<file path="config.mk">
export PLATFORM = sky130hd
export DESIGN_NAME = display_timings_prog
export DESIGN_NICKNAME = d
export VERILOG_FILES = /design/src/rtl/display_timings_prog.sv
export SDC_FILE = /design/constraint.sdc
export NUM_CORES = 1
export LEC_CHECK = 0
export CAP_MARGIN = 20
export CORE_MARGIN = 3
export CORE_UTILIZATION = 50
export CTS_CLUSTER_DIAMETER = 100
export DETAILED_ROUTE_END_ITERATION = 8
export GPL_ROUTABILITY_DRIVEN = 0
export PLACE_DENSITY = 0.79
export SETUP_SLACK_MARGIN = 0.02
export SKIP_CTS_REPAIR_TIMING = 1
export SLEW_MARGIN = 20
export SYNTH_ARGS = -nofsm -noshare
export SYNTH_HDL_FRONTEND = slang
export SYNTH_SLANG_ARGS = --single-unit
</file>
<file path="constraint.sdc">
create_clock -name clk_pix -period 6.3 [get_ports clk_pix]
set_input_delay 0.63 -clock clk_pix [delete_from_list [all_inputs] [get_ports clk_pix]]
set_output_delay 0.63 -clock clk_pix [all_outputs]
set_load 0.02 [all_outputs]
</file>
<file path="src/rtl/display_timings_prog.sv">
// Programmable display timing generator: every output is registered one cycle after internal x/y.
// Modes enter a one-deep shadow via valid/ready (ready low while a mode is pending) and apply only at the frame wrap.
module display_timings_prog #(
    parameter int CORDW  = 16,
    parameter int H_RES  = 1280,
    parameter int H_FP   = 110,
    parameter int H_SYNC = 40,
    parameter int H_BP   = 220,
    parameter int V_RES  = 720,
    parameter int V_FP   = 5,
    parameter int V_SYNC = 5,
    parameter int V_BP   = 20,
    parameter int H_POL  = 1,
    parameter int V_POL  = 1
) (
    input  logic                    clk_pix,
    input  logic                    rst_pix_n,
    input  logic                    cfg_valid,
    output logic                    cfg_ready,
    input  logic [CORDW-2:0]        cfg_h_res,
    input  logic [CORDW-2:0]        cfg_h_fp,
    input  logic [CORDW-2:0]        cfg_h_sync,
    input  logic [CORDW-2:0]        cfg_h_bp,
    input  logic [CORDW-2:0]        cfg_v_res,
    input  logic [CORDW-2:0]        cfg_v_fp,
    input  logic [CORDW-2:0]        cfg_v_sync,
    input  logic [CORDW-2:0]        cfg_v_bp,
    input  logic                    cfg_h_pol,
    input  logic                    cfg_v_pol,
    output logic                    cfg_err,
    output logic                    hsync,
    output logic                    vsync,
    output logic                    de,
    output logic                    frame,
    output logic                    line,
    output logic signed [CORDW-1:0] sx,
    output logic signed [CORDW-1:0] sy
);

    typedef logic [CORDW-2:0]        fld_t;
    typedef logic signed [CORDW-1:0] crd_t;

    typedef struct packed {
        fld_t h_res;
        fld_t h_fp;
        fld_t h_sync;
        fld_t h_bp;
        fld_t v_res;
        fld_t v_fp;
        fld_t v_sync;
        fld_t v_bp;
        logic h_pol;
        logic v_pol;
    } mode_t;

    typedef struct packed {
        crd_t h_sta;
        crd_t hs_sta;
        crd_t hs_end;
        crd_t ha_end;
        crd_t v_sta;
        crd_t vs_sta;
        crd_t vs_end;
        crd_t va_end;
    } tim_t;

    function automatic crd_t zx(input fld_t f);
        return $signed({1'b0, f});
    endfunction

    function automatic tim_t derive(input mode_t m);
        tim_t t;
        t.h_sta  = -(zx(m.h_fp) + zx(m.h_sync) + zx(m.h_bp));
        t.hs_sta = t.h_sta + zx(m.h_fp);
        t.hs_end = t.hs_sta + zx(m.h_sync);
        t.ha_end = zx(m.h_res) - crd_t'(1);
        t.v_sta  = -(zx(m.v_fp) + zx(m.v_sync) + zx(m.v_bp));
        t.vs_sta = t.v_sta + zx(m.v_fp);
        t.vs_end = t.vs_sta + zx(m.v_sync);
        t.va_end = zx(m.v_res) - crd_t'(1);
        return t;
    endfunction

    // The blanking sum must stay representable so that -(fp+sync+bp) is a valid negative start.
    function automatic logic mode_ok(input mode_t m);
        crd_t hsum;
        crd_t vsum;
        hsum = zx(m.h_fp) + zx(m.h_sync) + zx(m.h_bp);
        vsum = zx(m.v_fp) + zx(m.v_sync) + zx(m.v_bp);
        return (m.h_res != '0) && (m.v_res != '0) &&
               (m.h_sync != '0) && (m.v_sync != '0) &&
               !hsum[CORDW-1] && !vsum[CORDW-1];
    endfunction

    localparam mode_t DEF_MODE = '{
        h_res:  fld_t'(H_RES),  h_fp: fld_t'(H_FP), h_sync: fld_t'(H_SYNC), h_bp: fld_t'(H_BP),
        v_res:  fld_t'(V_RES),  v_fp: fld_t'(V_FP), v_sync: fld_t'(V_SYNC), v_bp: fld_t'(V_BP),
        h_pol:  1'(H_POL),      v_pol: 1'(V_POL)
    };
    localparam tim_t DEF_TIM = derive(DEF_MODE);

    mode_t mode_q, mode_d, shadow_q, shadow_d, cfg_mode;
    tim_t  tim_q, tim_d;
    logic  pending_q, pending_d;
    crd_t  x_q, x_d, y_q, y_d;
    crd_t  sx_q, sx_d, sy_q, sy_d;
    logic  de_q, de_d, frame_q, frame_d, line_q, line_d;
    logic  hsync_q, hsync_d, vsync_q, vsync_d, cfg_err_q, cfg_err_d;
    logic  xfer, cfg_good, h_end, wrap, apply, hs_in, vs_in;

    always_comb begin
        cfg_mode.h_res  = cfg_h_res;
        cfg_mode.h_fp   = cfg_h_fp;
        cfg_mode.h_sync = cfg_h_sync;
        cfg_mode.h_bp   = cfg_h_bp;
        cfg_mode.v_res  = cfg_v_res;
        cfg_mode.v_fp   = cfg_v_fp;
        cfg_mode.v_sync = cfg_v_sync;
        cfg_mode.v_bp   = cfg_v_bp;
        cfg_mode.h_pol  = cfg_h_pol;
        cfg_mode.v_pol  = cfg_v_pol;

        xfer     = cfg_valid && !pending_q;
        cfg_good = mode_ok(cfg_mode);
        h_end    = (x_q == tim_q.ha_end);
        wrap     = h_end && (y_q == tim_q.va_end);
        apply    = wrap && pending_q;

        mode_d    = mode_q;
        tim_d     = tim_q;
        shadow_d  = shadow_q;
        pending_d = pending_q;
        cfg_err_d = xfer && !cfg_good;

        if (xfer && cfg_good) begin
            shadow_d  = cfg_mode;
            pending_d = 1'b1;
        end

        // Applying swaps mode and counters together so the new frame starts cleanly at its own H_STA/V_STA.
        if (apply) begin
            mode_d    = shadow_q;
            tim_d     = derive(shadow_q);
            pending_d = 1'b0;
            x_d       = tim_d.h_sta;
            y_d       = tim_d.v_sta;
        end else if (h_end) begin
            x_d = tim_q.h_sta;
            y_d = wrap ? tim_q.v_sta : y_q + crd_t'(1);
        end else begin
            x_d = x_q + crd_t'(1);
            y_d = y_q;
        end

        hs_in   = (x_q >= tim_q.hs_sta) && (x_q < tim_q.hs_end);
        vs_in   = (y_q >= tim_q.vs_sta) && (y_q < tim_q.vs_end);
        hsync_d = mode_q.h_pol ? hs_in : ~hs_in;
        vsync_d = mode_q.v_pol ? vs_in : ~vs_in;
        de_d    = (y_q >= 0) && (x_q >= 0);
        frame_d = (x_q == tim_q.h_sta) && (y_q == tim_q.v_sta);
        line_d  = (x_q == tim_q.h_sta);
        sx_d    = x_q;
        sy_d    = y_q;
    end

    always_ff @(posedge clk_pix or negedge rst_pix_n) begin
        if (!rst_pix_n) begin
            mode_q    <= DEF_MODE;
            tim_q     <= DEF_TIM;
            shadow_q  <= '0;
            pending_q <= 1'b0;
            x_q       <= DEF_TIM.h_sta;
            y_q       <= DEF_TIM.v_sta;
            sx_q      <= DEF_TIM.h_sta;
            sy_q      <= DEF_TIM.v_sta;
            de_q      <= 1'b0;
            frame_q   <= 1'b0;
            line_q    <= 1'b0;
            cfg_err_q <= 1'b0;
            hsync_q   <= ~DEF_MODE.h_pol;
            vsync_q   <= ~DEF_MODE.v_pol;
        end else begin
            mode_q    <= mode_d;
            tim_q     <= tim_d;
            shadow_q  <= shadow_d;
            pending_q <= pending_d;
            x_q       <= x_d;
            y_q       <= y_d;
            sx_q      <= sx_d;
            sy_q      <= sy_d;
            de_q      <= de_d;
            frame_q   <= frame_d;
            line_q    <= line_d;
            cfg_err_q <= cfg_err_d;
            hsync_q   <= hsync_d;
            vsync_q   <= vsync_d;
        end
    end

    assign cfg_ready = ~pending_q;
    assign cfg_err   = cfg_err_q;
    assign hsync     = hsync_q;
    assign vsync     = vsync_q;
    assign de        = de_q;
    assign frame     = frame_q;
    assign line      = line_q;
    assign sx        = sx_q;
    assign sy        = sy_q;

endmodule

</file>
==> results.md <==
- The total clock sinks is 323.
- The number of max-capacitance violations reported is 0.
- Once detailed placement completed, the half-perimeter wirelength came to 39.7 mm.
- Setup repair after global routing left no endpoint under its margin.
- The largest single stage delay on the critical path is 0.46 ns.
- The post-synth design cell area is 21500 µm².
- The total iterations of the first detailed-routing run is 5.
- The top cell type's share of synthesized area is 21.6%.
- The number of global-route vias before repair came to 16500.
- Global routing consumed, on the met1 layer, 33.8% of the routing resources.
- In this run the tool buffered the top-level ports with 163 buffer cells.
- The share of synthesized flip-flops with an asynchronous set or reset is 100%.
- Setup violations remaining at the end of the flow were counted as 0.
- The number of clock buffers added by TritonCTS is 37.
- Ranked by total cell area, the synthesized netlist is headed by sky130_fd_sc_hd__dfrtp_1, sky130_fd_sc_hd__dfstp_2, sky130_fd_sc_hd__ha_1.
- STA classifies the critical path endpoint as a register.
- The first global-routing pass estimated 86.7 mm of wire.
- In the final routed layout, each cell accounts on average for 18.8 µm.
- The run finished with clean final reports.
- The most area-hungry cell type in the Yosys netlist is sky130_fd_sc_hd__dfrtp_1.
- The peak-usage layer in the global routing report is met2.
- The worst setup path is of the register to register kind.
- In this design, the largest share of critical-path delay is due to compound AO/OA/AOI/OAI gates.
- The area of the core is 42200 µm².
- After synthesis, flip-flops and latches occupy 38.4% of the total area.
- The number of antenna violations at the first check in global routing is 0.
- The tree is rooted in a sky130_fd_sc_hd__clkbuf_16.
- The number of max-slew violations in the final report is 0.
- The count of distinct cell types in the synthesized netlist is 73.
- The number of vias in the routed layout is 16100.
- For the finished layout, the period the worst path requires is 5.87 ns.
- The initial core utilization is 51.0%.
- For the pin with the worst max-slew slack, the measured transition is 1.01 ns.
- The all-layer global routing usage is 23.9%.
- For this run, global-route usage on met3 was measured as 3.61%.
- For this design the top-level I/O count stands at 164.
- Using the TritonRoute via totals, the vias-per-cell ratio works out to 5.68.
- The detailed router finished its first iteration with 1054 violations.
- After global routing the overflow that remains totals 0.
- Across the routed clock network, the largest skew measured is 0.0114 ns.
- The worst slew slack as a fraction of its limit is 32.5%.
- The global-route track usage on met2 is 38.5%.
- The final layout contains 2674 nets.
- The share of cells above drive strength 1 is 12.5%.
- Counting flops with a built-in enable in the synthesized netlist gives 0.
- The number of rows in the core area is 75.
- Among all flip-flop cells after synthesis, the most frequent one is sky130_fd_sc_hd__dfrtp_1.
- The clock-pin slew of the registers on the worst-case setup and hold paths is 0.06 ns.
- The highest clock frequency the design can meet is 0.170 GHz.
- The period utilization is 93.2%.
- Together, buffers and inverters on the worst path number 2.
- The synthesis-to-finish area growth is 15.8%.
- The Yosys step of the flow raised 0 warnings.
- The average cell area after synthesis is 10.1 µm².
- The cell at the slowest stage of the critical path is sky130_fd_sc_hd__fa_1.
- The kind of launch point of the worst setup path is a register.
- Along the worst path, the maximum fanout reaches 4.
- Wires add up to 53.2 mm.
- The arrival time of the worst setup path is 6.31 ns.
- The CTS tree is built.
- The number of instances in the synthesized netlist is 2122.
- The die covers 45600 µm².
- The repair_antennas step left the layout with diodes totalling 0.
- Setup total negative slack on the finished layout was measured at 0 ns.
- The H-tree generated during clock tree synthesis spans 2 levels.
- At the worst endpoint, the required time is 6.74 ns.
- For the worst-skew pair, the clock arrives at the later sink with an insertion delay of 0.55 ns.
- The post-synthesis net count is 2529.
- The clock passes through at most 3 buffers.
- Measured along the y axis, the die boundary spans 213 µm.
- Entering global routing, the biggest net connects 145 pins.
- The count of endpoints failing hold in the final timing report is 0.
- The worst hold path belongs to the class primary input to asynchronous set/reset pin.
- In this design, the critical path's most frequently occurring cell is sky130_fd_sc_hd__ha_1.
- In the routed design, unresolved DRC markers number 0.
- In this run the remaining antenna-violating nets after routing total 0.
- The synthesized design contains 323 register bits.
- The die is 213 µm wide.
==> through the flow <==
step | setup slack (ns) | utilization, % | instance area [µm²] | hold WS (ns) | std cells
2_1_floorplan | 1.21 | - | 21500 | 0.334 | 2122
3_3_place_gp | 0.765 | 56.0 | 23600 | 0.423 | 2767
3_5_place_dp | 0.500 | 56.0 | 23600 | 0.423 | 2767
4_1_cts | 0.457 | 59.0 | 24900 | 0.203 | 2835
5_1_grt | 0.0417 | 59.0 | 24900 | 0.227 | 2835
6_report | 0.427 | 59.0 | 24900 | 0.116 | 2835
==> synth_stat cells, types with 17 or more instances <==
| cell | n |
|---|---|
| sky130_fd_sc_hd__mux2i_1 | 17 |
| sky130_fd_sc_hd__nand3_1 | 20 |
| sky130_fd_sc_hd__a21o_1 | 51 |
| sky130_fd_sc_hd__a21oi_1 | 96 |
| sky130_fd_sc_hd__dfrtp_1 | 186 |
| sky130_fd_sc_hd__nor2_1 | 97 |
| sky130_fd_sc_hd__dfstp_2 | 137 |
| sky130_fd_sc_hd__fa_1 | 62 |
| sky130_fd_sc_hd__a31oi_1 | 18 |
| sky130_fd_sc_hd__inv_1 | 193 |
| sky130_fd_sc_hd__mux2_1 | 69 |
| sky130_fd_sc_hd__o21ai_0 | 133 |
| sky130_fd_sc_hd__nor3_1 | 29 |
| sky130_fd_sc_hd__ha_1 | 220 |
| sky130_fd_sc_hd__mux2_2 | 61 |
| sky130_fd_sc_hd__xnor2_1 | 116 |
| sky130_fd_sc_hd__and3_1 | 19 |
| sky130_fd_sc_hd__nand4_1 | 30 |
| sky130_fd_sc_hd__nor4_1 | 23 |
| sky130_fd_sc_hd__clkbuf_1 | 37 |
| sky130_fd_sc_hd__xor2_1 | 71 |
| sky130_fd_sc_hd__nand2_1 | 225 |
==> sequential cells by signal (all words and copies together), names as in the netlist, 2 cells and up <==
| name | cells |
|---|---|
| sx | 16 |
| sy_d | 16 |
| sy | 16 |
| mode_q | 2 |
| shadow_q | 122 |
| tim_q | 128 |
| sx_d | 16 |
==> final cells by class <==
cell class / count / area, µm²
multi-input cells: 1537 / 12200
fillers: 3386 / 17300
clock inverters: 10 / 134
repair buffers: 175 / 1750
well taps: 539 / 674
flip-flops and latches: 323 / 8250
inverters: 193 / 724
clock buffers: 58 / 1150
==> kinds of logic after synthesis <==
kind of cell | Yosys count | share of synthesized area, %
AOI/OAI and AO/OA | 405 | 11.7
xor gates and xnor gates | 188 | 7.72
adders and majority gates | 282 | 18.6
buffers and inverters | 262 | 4.92
DFF | 323 | 38.4
muxes | 147 | 7.59
and+or+nand+nor | 515 | 11.2
==> worst reg2reg max path: stages, from the launching register on <==
cell and delay (ns):
sky130_fd_sc_hd__dfrtp_1 0.42, sky130_fd_sc_hd__ha_1 0.32, sky130_fd_sc_hd__fa_1 0.44, sky130_fd_sc_hd__inv_1 0.07
sky130_fd_sc_hd__ha_1 0.18, sky130_fd_sc_hd__inv_1 0.07, sky130_fd_sc_hd__fa_1 0.46, sky130_fd_sc_hd__nor2b_1 0.15
sky130_fd_sc_hd__o21ai_0 0.13, sky130_fd_sc_hd__o21ai_1 0.34, sky130_fd_sc_hd__a21o_1 0.17, sky130_fd_sc_hd__a21oi_1 0.07
sky130_fd_sc_hd__xnor2_1 0.31, sky130_fd_sc_hd__ha_1 0.32, sky130_fd_sc_hd__a21oi_1 0.24, sky130_fd_sc_hd__o21a_1 0.19
sky130_fd_sc_hd__a31oi_1 0.07, sky130_fd_sc_hd__xnor2_1 0.23, sky130_fd_sc_hd__ha_1 0.31, sky130_fd_sc_hd__a21oi_1 0.22
sky130_fd_sc_hd__nor3b_1 0.31, sky130_fd_sc_hd__o211ai_1 0.15, sky130_fd_sc_hd__o211a_1 0.17, sky130_fd_sc_hd__a31oi_1 0.20
sky130_fd_sc_hd__xnor2_1 0.15, sky130_fd_sc_hd__o21ai_1 0.08
==> final timing paths <==
kind / from / endpoint / slack (ns) / cells past startpoint
setup / recovery: shadow_q[78] / tim_q[95] / 0.43 / 25
setup reg to reg: shadow_q[78] / tim_q[95] / 0.43 / 25
hold / removal: rst_pix_n / vsync / 0.12 / 1
hold reg to reg: sx_d[14] / sx[14] / 0.44 / 0
min in group clk_pix: sx_d[14] / sx[14] / 0.44 / 0
max in group asynchronous: rst_pix_n / shadow_q[85] / 4.84 / 2
==> per-layer routing <==
layer	share of wire [%]	wire, µm
met5	0	0
met2	46	24400
met4	2.4	1280
met1	46	24600
met3	5.5	2910
==> placed cells by master (no fill, tap or decap), types with 96 or more instances in the layout <==
cell	n
sky130_fd_sc_hd__dfrtp_1	186
sky130_fd_sc_hd__dfstp_2	137
sky130_fd_sc_hd__clkdlybuf4s50_1	162
sky130_fd_sc_hd__a21oi_1	96
sky130_fd_sc_hd__nor2_1	96
sky130_fd_sc_hd__o21ai_0	133
sky130_fd_sc_hd__xnor2_1	116
sky130_fd_sc_hd__ha_1	220
sky130_fd_sc_hd__nand2_1	225
sky130_fd_sc_hd__inv_1	193
Power is not shown: default switching activity piles up to over one toggle a cycle in this logic, so the estimate is an artifact.
